--- config.mk ---
export PLATFORM = sky130hd
export DESIGN_NAME = spi_slave
export DESIGN_NICKNAME = d
export VERILOG_FILES = /design/src/rtl/spi_slave.sv
export SDC_FILE = /design/constraint.sdc
export NUM_CORES = 1
export LEC_CHECK = 0
export CORE_MARGIN = 2
export CORE_UTILIZATION = 45
export CTS_CLUSTER_SIZE = 28
export DETAILED_ROUTE_END_ITERATION = 10
export PLACE_DENSITY = 0.68
export SKIP_LAST_GASP = 1
export SLEW_MARGIN = 20
export SYNTH_ARGS = -nofsm -noshare
export SYNTH_HDL_FRONTEND = slang
export SYNTH_SLANG_ARGS = --single-unit
--- constraint.sdc ---
create_clock -name clk -period 1.9 [get_ports clk]
set_input_delay 0.38 -clock clk [delete_from_list [all_inputs] [get_ports clk]]
set_output_delay 0.38 -clock clk [all_outputs]
set_load 0.1 [all_outputs]
--- src/rtl/spi_slave.sv ---
// SPI slave front end for a single-port RAM.
// Deserializes 10-bit frames {cmd[1:0], payload[7:0]} from MOSI into rx_data,
// tracks whether a read address has been delivered, and serializes the
// RAM's read data onto MISO.
// Optional feature macro: SPI_SLAVE_TX_TIMEOUT_EN abandons a read when
// tx_valid does not arrive within TX_WAIT_MAX cycles.
module spi_slave #(
    parameter int unsigned TX_WAIT_MAX = 15
) (
    input  logic       clk,
    input  logic       rst_n,
    input  logic       SS_n,
    input  logic       MOSI,
    output logic       MISO,
    output logic [9:0] rx_data,
    output logic       rx_valid,
    input  logic [7:0] tx_data,
    input  logic       tx_valid
);

    localparam int unsigned CNT_W   = 4;
    localparam int unsigned FRAME_W = 10;
    localparam int unsigned BYTE_W  = 8;

    // Bit counter encodings: 0..8 while shifting, LAST_SHIFT when the word
    // is complete, DONE after the strobe, TIMED_OUT after an abandoned read.
    localparam logic [CNT_W-1:0] LAST_SHIFT = CNT_W'(9);
    localparam logic [CNT_W-1:0] DONE       = CNT_W'(10);
    localparam logic [CNT_W-1:0] TIMED_OUT  = CNT_W'(11);
    localparam logic [CNT_W-1:0] SEND_LAST  = CNT_W'(8);

    typedef enum logic [2:0] {
        IDLE      = 3'd0,
        CHK_CMD   = 3'd1,
        WRITE     = 3'd2,
        READ_ADD  = 3'd3,
        READ_DATA = 3'd4,
        SEND      = 3'd5
    } state_t;

    state_t               state, state_nxt;
    logic [CNT_W-1:0]     bit_cnt, bit_cnt_nxt;
    logic [FRAME_W-1:0]   shift_reg, shift_reg_nxt;
    logic [FRAME_W-1:0]   rx_data_nxt;
    logic                 rx_valid_nxt;
    logic                 miso_nxt;
    logic                 addr_rcvd, addr_rcvd_nxt;
    logic [BYTE_W-1:0]    tx_buf, tx_buf_nxt;
    logic                 tx_wait_c;

`ifdef SPI_SLAVE_TX_TIMEOUT_EN
    localparam int unsigned WAIT_W = $clog2(TX_WAIT_MAX + 1);
    logic [WAIT_W-1:0]    wait_cnt, wait_cnt_nxt;
`else
    logic                 unused_tx_wait_max;
    assign unused_tx_wait_max = ^32'(TX_WAIT_MAX);
`endif

    // READ_DATA has delivered its address word and is waiting for the RAM
    assign tx_wait_c = (state == READ_DATA) && (bit_cnt == DONE);

    // State register
    always_ff @(posedge clk) begin
        if (!rst_n) begin
            state <= IDLE;
        end else begin
            state <= state_nxt;
        end
    end

    // Next-state logic; deselect wins from every state
    always_comb begin
        state_nxt = state;
        case (state)
            IDLE:      if (!SS_n) state_nxt = CHK_CMD;
            CHK_CMD:   state_nxt = MOSI ? (addr_rcvd ? READ_DATA : READ_ADD) : WRITE;
            READ_DATA: if (tx_wait_c && tx_valid) state_nxt = SEND;
            default:   state_nxt = state;
        endcase
        if (SS_n) begin
            state_nxt = IDLE;
        end
    end

    // Datapath next values: shifting, strobe, read-address tracking, MISO serializer
    always_comb begin
        bit_cnt_nxt   = bit_cnt;
        shift_reg_nxt = shift_reg;
        rx_data_nxt   = rx_data;
        rx_valid_nxt  = 1'b0;
        miso_nxt      = 1'b0;
        addr_rcvd_nxt = addr_rcvd;
        tx_buf_nxt    = tx_buf;
`ifdef SPI_SLAVE_TX_TIMEOUT_EN
        wait_cnt_nxt  = '0;
`endif
        if (SS_n) begin
            bit_cnt_nxt = '0;
        end else begin
            case (state)
                IDLE: begin
                    bit_cnt_nxt = '0;
                end
                CHK_CMD: begin
                    shift_reg_nxt = {shift_reg[FRAME_W-2:0], MOSI};
                    bit_cnt_nxt   = '0;
                end
                WRITE, READ_ADD, READ_DATA: begin
                    if (bit_cnt < LAST_SHIFT) begin
                        shift_reg_nxt = {shift_reg[FRAME_W-2:0], MOSI};
                        bit_cnt_nxt   = bit_cnt + CNT_W'(1);
                    end else if (bit_cnt == LAST_SHIFT) begin
                        rx_data_nxt  = shift_reg;
                        rx_valid_nxt = 1'b1;
                        bit_cnt_nxt  = DONE;
                        if (state == READ_ADD) begin
                            addr_rcvd_nxt = 1'b1;
                        end
                    end else if (tx_wait_c) begin
                        if (tx_valid) begin
                            miso_nxt    = tx_data[BYTE_W-1];
                            tx_buf_nxt  = {tx_data[BYTE_W-2:0], 1'b0};
                            bit_cnt_nxt = CNT_W'(1);
                        end
`ifdef SPI_SLAVE_TX_TIMEOUT_EN
                        else if (wait_cnt == WAIT_W'(TX_WAIT_MAX - 1)) begin
                            addr_rcvd_nxt = 1'b0;
                            bit_cnt_nxt   = TIMED_OUT;
                        end else begin
                            wait_cnt_nxt = wait_cnt + WAIT_W'(1);
                        end
`endif
                    end
                end
                SEND: begin
                    if (bit_cnt < SEND_LAST) begin
                        miso_nxt    = tx_buf[BYTE_W-1];
                        tx_buf_nxt  = {tx_buf[BYTE_W-2:0], 1'b0};
                        bit_cnt_nxt = bit_cnt + CNT_W'(1);
                    end else if (bit_cnt == SEND_LAST) begin
                        addr_rcvd_nxt = 1'b0;
                        bit_cnt_nxt   = DONE;
                    end
                end
                default: begin
                    bit_cnt_nxt = '0;
                end
            endcase
        end
    end

    // Datapath register
    always_ff @(posedge clk) begin
        if (!rst_n) begin
            bit_cnt   <= '0;
            shift_reg <= '0;
            rx_data   <= '0;
            rx_valid  <= 1'b0;
            MISO      <= 1'b0;
            addr_rcvd <= 1'b0;
            tx_buf    <= '0;
        end else begin
            bit_cnt   <= bit_cnt_nxt;
            shift_reg <= shift_reg_nxt;
            rx_data   <= rx_data_nxt;
            rx_valid  <= rx_valid_nxt;
            MISO      <= miso_nxt;
            addr_rcvd <= addr_rcvd_nxt;
            tx_buf    <= tx_buf_nxt;
        end
    end

`ifdef SPI_SLAVE_TX_TIMEOUT_EN
    // Cycles spent waiting for tx_valid
    always_ff @(posedge clk) begin
        if (!rst_n) begin
            wait_cnt <= '0;
        end else begin
            wait_cnt <= wait_cnt_nxt;
        end
    end
`endif

endmodule
; ---- Word-level counts from Yosys, hierarchy flattened
; Cells that the tools add are included.
[word_totals]
register_bits = 38
latch_bits = 0
ram_bits = 0
romBits = 0
input_bits = 13
out_inout_bits = 12
memories = 0
[op_classes]
n_addsub = 1
n_mul = 0
div_mod_pow = 0
n_lt_le_gt_ge = 2
n_eq_ne = 22
n_shift = 0
muxes = 32
bitwise_logic = 4
reduce_logical = 15
[op_table]
columns = cell, count
row1 = 2-to-1 mux 8 bit, 5
row2 = 2-to-1 mux 4 bit, 6
row3 = "!= test 2 bit, second input constant", 10
row4 = one-hot mux 10 bit (2 select lines), 1
row5 = one-hot mux 8 bit (2 select lines), 1
row6 = AND reduction 7 bit, 2
row7 = "== test 4 bit, second input constant", 3
row8 = 2-to-1 mux 1 bit, 11
row9 = 2-to-1 mux 10 bit, 1
row10 = 2-to-1 mux 3 bit, 3
row11 = one-hot mux 3 bit (3 select lines), 1
row12 = "less-than comparator 4 bit, second input constant", 2
row13 = "!= test 4 bit, second input constant", 2
row14 = one-hot mux 4 bit (2 select lines), 1
row15 = "== test 3 x 2 -> 1 bit, second input constant", 2
row16 = "== test 3 bit, second input constant", 2
row17 = AND reduction 3 bit, 2
row18 = "adder 4 x 1 -> 4 bit, second input constant", 1
row19 = inverter 1 bit, 4
row20 = one-hot mux 1 bit (2 select lines), 2
row21 = AND reduction 4 bit, 1
row22 = nonzero test 2 bit, 2
row23 = OR reduction 4 bit, 1
row24 = "== test 3 x 1 -> 1 bit, second input constant", 1
row25 = 8 further kinds, 9

; ---- Depth between registers and ports, before layout
[depth]
word_depth = 6
depth_mapped = 7

; ---- Worst setup path after synthesis
; Ideal clock, no wire load.
[synth_timing]
path_type = flip-flop to flip-flop
startpoint = register state[0]
endpoint = register tx_buf[1]
setup_ns = 0.118
arrival_ns = 1.916
required_ns = 1.782
slack_ns = -0.135
path_stages_with_launch = 8
n_path_buf = 3
synth_period_minus_slack_ns = 2.035
cell_sequence = dfxtp_1 > buf_6 > or3b_1 > buf_6 > or3_4 > a2111o_1 > buf_6 > mux2i_1
[synth_between]
elab_chain_len = 4
elab_cells_between_ends = 14
cone_classes = 9 x eq/ne / 1 x mux / 4 x reduce/logical
[synth_lines]
columns = item, line
row1 = "start, declared", 41  ; state_t state, state_nxt;
row2 = "start signal, assigned", 67  ; state <= state_nxt;
row3 = == test 3 bit or == test 3 x 2 -> 1 bit (tied branches), "60, 100"
row4 = OR reduction 3 bit or logical AND 1 bit (tied branches), "100, 60"
row5 = != test 2 bit (no line) or nonzero test 2 bit (tied branches), n/a
row6 = AND reduction 7 bit (no line), n/a
row7 = "end signal, assigned", 169  ; tx_buf <= tx_buf_nxt;
row8 = "end, declared", 48  ; logic [BYTE_W-1:0] tx_buf, tx_buf_nxt;
; Several ways; a longest one is shown, not always the timed one.
; A chain may end at the register's enable or synchronous reset.

; ---- Worst setup path after layout
; Ends and elaborated chain as after synthesis.

==> flow_metrics.tcl <==
set metrics [dict create \
    outcome "complete, but fails checks" \
    num_vias 1697 \
    fp.coreArea_mm2 0.004000 \
    port_buffers 24 \
    grt_setup_unrepaired "yes" \
    place_hpwl_mm 2.979 \
    drive_gt1_share_pct 28.46 \
    violations "setup timing" \
    syn_area_mm2 0.001872 \
    worst-setup-path-type "flip-flop to flip-flop" \
    numCtsBuffers 5 \
    fin_cells 310 \
    synth.avg_cell_area_um2 8.666 \
    htree_levels 2 \
    dpl_cell_area_mm2 0.002245 \
    max_freq_mhz 522.3 \
    track_usage_pct 19.94 \
    netlist_instances 216 \
    grt_pass1_vias 1484 \
    die_w_um 68.50 \
    syn_to_final_growth_pct 31.48 \
    skew_ns 0.01127 \
    synth_cell_type_count 38 \
    drc_errors 0 \
    synth_top_area_cell "dfxtp_1" \
    dieArea_mm2 0.004692 \
    synthTopCellsByArea "dfxtp_1 40%, mux2i_1 9.6%, nand2_1 6.2%, a21oi_1 5.3%, ha_1 4.0%" \
    synth.net_count 235 \
    grt_pass1_wl_mm 6.872 \
    cp.required_ns 2.07 \
    maxCapViolCount 0 \
    fill_cells 367 \
    cts.root.buffer_cell "clkbuf_8" \
    placed_cells 298 \
    clock_sinks 37 \
    synth-edff-count 0 \
    setup_viol 6 \
    start_kind "flip-flop" \
    nNetsFinal 278 \
    drv_slew 0 \
    ioPinCount 25 \
    power.density_mw_per_mm2 621.2 \
    final.period_utilization_pct 100.8 \
    clk_pin_slew_ns 0.07 \
    rows 23 \
    wire_per_inst_um 13.88 \
    fin_area_mm2 0.002461 \
    hold_buffers 0 \
    finalHoldViolCount 0 \
    yosysWarnings 0 \
    layout_commonest_cell "buf_4" \
    synth-seq-cells 37 \
    p_leak_nw 0.9703 \
    die_h_um 68.50 \
    ir_drop_mv 0.4639 \
    synth_seq_area_share_pct 39.57 \
    antenna_found_initial 0 \
    critPathCaptureType "flip-flop" \
    final_cell_mix "38 x buf_4, 34 x dfxtp_1, 31 x nand2_1" \
    clk_latency_ns 0.30 \
    fin_crit_ns 1.914 \
    critPathMaxFanout 7 \
    worstPathArrival_ns 2.09 \
    dr.pass1.iters 4 \
    setup-tns-final_ns -0.03222 \
    synth_top_area_share_pct 39.57 \
    slew_headroom_pct 72.87 \
    hold_path.class "flip-flop to flip-flop" \
    initialDrtViolationCount 149 \
    ys.flop_type "dfxtp_1" \
    antenna_cells 0 \
    ctsLongestPathBuffers 2 \
    via_per_inst 5.474 \
    start_util_pct 46.79 \
    final_antenna_net_count 0 \
    async_reset_ff_share_pct 0 \
    tritoncts "done" \
    timing.final.ws_setup_ns -0.01447 \
    grt.overflow.total 0 \
    wl_mm 4.304 \
    place_congestion 0.8406 \
    grt_max_degree 16 \
    worst_pin_slew_ns 0.3967 \
]
cell type report:
| class | count | area, um2 | area share [%] |
|---|---|---|---|
| tap | 50 | 62.56 | 2.542 |
| timing repair buffer | 53 | 439.2 | 17.84 |
| multi-input combinational | 156 | 1085 | 44.08 |
| clock inverter | 1 | 8.758 | 0.3559 |
| clock buffer | 7 | 96.34 | 3.915 |
| sequential | 37 | 747.0 | 30.35 |
| inverter | 6 | 22.52 | 0.9151 |
worst max-delay path, stage by stage (launching register included):
cell and delay, ns:
dfxtp_1 0.31, or3b_4 0.40, or3_4 0.38, a2111o_2 0.55, mux2i_1 0.16
Yosys cell counts, drive strengths merged (2+ instances only):
library cell and number:
nand4b 2, nor3 3, and3 2, buf 4
a2111oi 2, nand2b 4, nand2 31, mux2i 18
nand3b 3, a31oi 2, a21oi 20, nor2 8
nor2b 5, nand3 13, clkbuf 13, inv 6
a2111o 2, a22oi 2, o21ai 12, ha 6
mux2 6, dfxtp 37
path summary, 6_finish.rpt:
path,from,end,slack (ns),depth (start not counted)
worst max-delay path,state[0],tx_buf[1],-0.01,4
worst min-delay path,tx_buf[5],tx_buf[5],0.46,2
worst max register to register,state[0],tx_buf[1],-0.01,4
worst min register to register,tx_buf[5],tx_buf[5],0.46,2
what timing repair did:
action	in CTS	in global routing
resized for setup	10	18
gates cloned	0	1
setup endpoints to repair	9	32
buffers inserted	3	0
pin swaps	5	4
metal layers:
| layer | wire length, um | part of all wire (%) | GRT usage [%] |
|---|---|---|---|
| met2 | 1923 | 45 | 29.57 |
| met4 | 46 | 1.1 | 7.500 |
| met5 | 0 | 0 | 0 |
| met1 | 2098 | 49 | 27.75 |
| met3 | 236 | 5.5 | 5.032 |
where the power goes:
part           internal [mW]  switching (mW)  leakage, nW
clock                  0.335           0.297       0.0549
sequential             0.779         0.00298        0.300
combinational         0.0612          0.0533        0.615
total                   1.18           0.353        0.970
metrics by stage:
stage          total power, mW  utilization (%)  hold slack [ns]  worst slack [ns]
2_1_floorplan           0.8592                -           0.4332          -0.09024
3_3_place_gp            0.9042            56.12           0.4418           -0.2607
3_5_place_dp            0.9045            56.12           0.4515           -0.2887
4_1_cts                  1.531            59.99           0.4612          -0.03941
5_1_grt                  1.576            61.53           0.4781          -0.06731
6_report                 1.529            61.53           0.4570          -0.01447
cells by family (layout without fill, tap and decap cells):
| logic type | Yosys count | after routing | synth area share [%] |
|---|---|---|---|
| AOI/OAI and AO/OA | 50 | 50 | 17.11 |
| adders and majority gates | 6 | 6 | 4.011 |
| buffers and inverters | 23 | 67 | 5.882 |
| DFF | 37 | 37 | 39.57 |
| muxes | 24 | 24 | 13.23 |
| and+or+nand+nor | 76 | 76 | 20.19 |
Note: power is estimated with default switching activity, not from simulation.
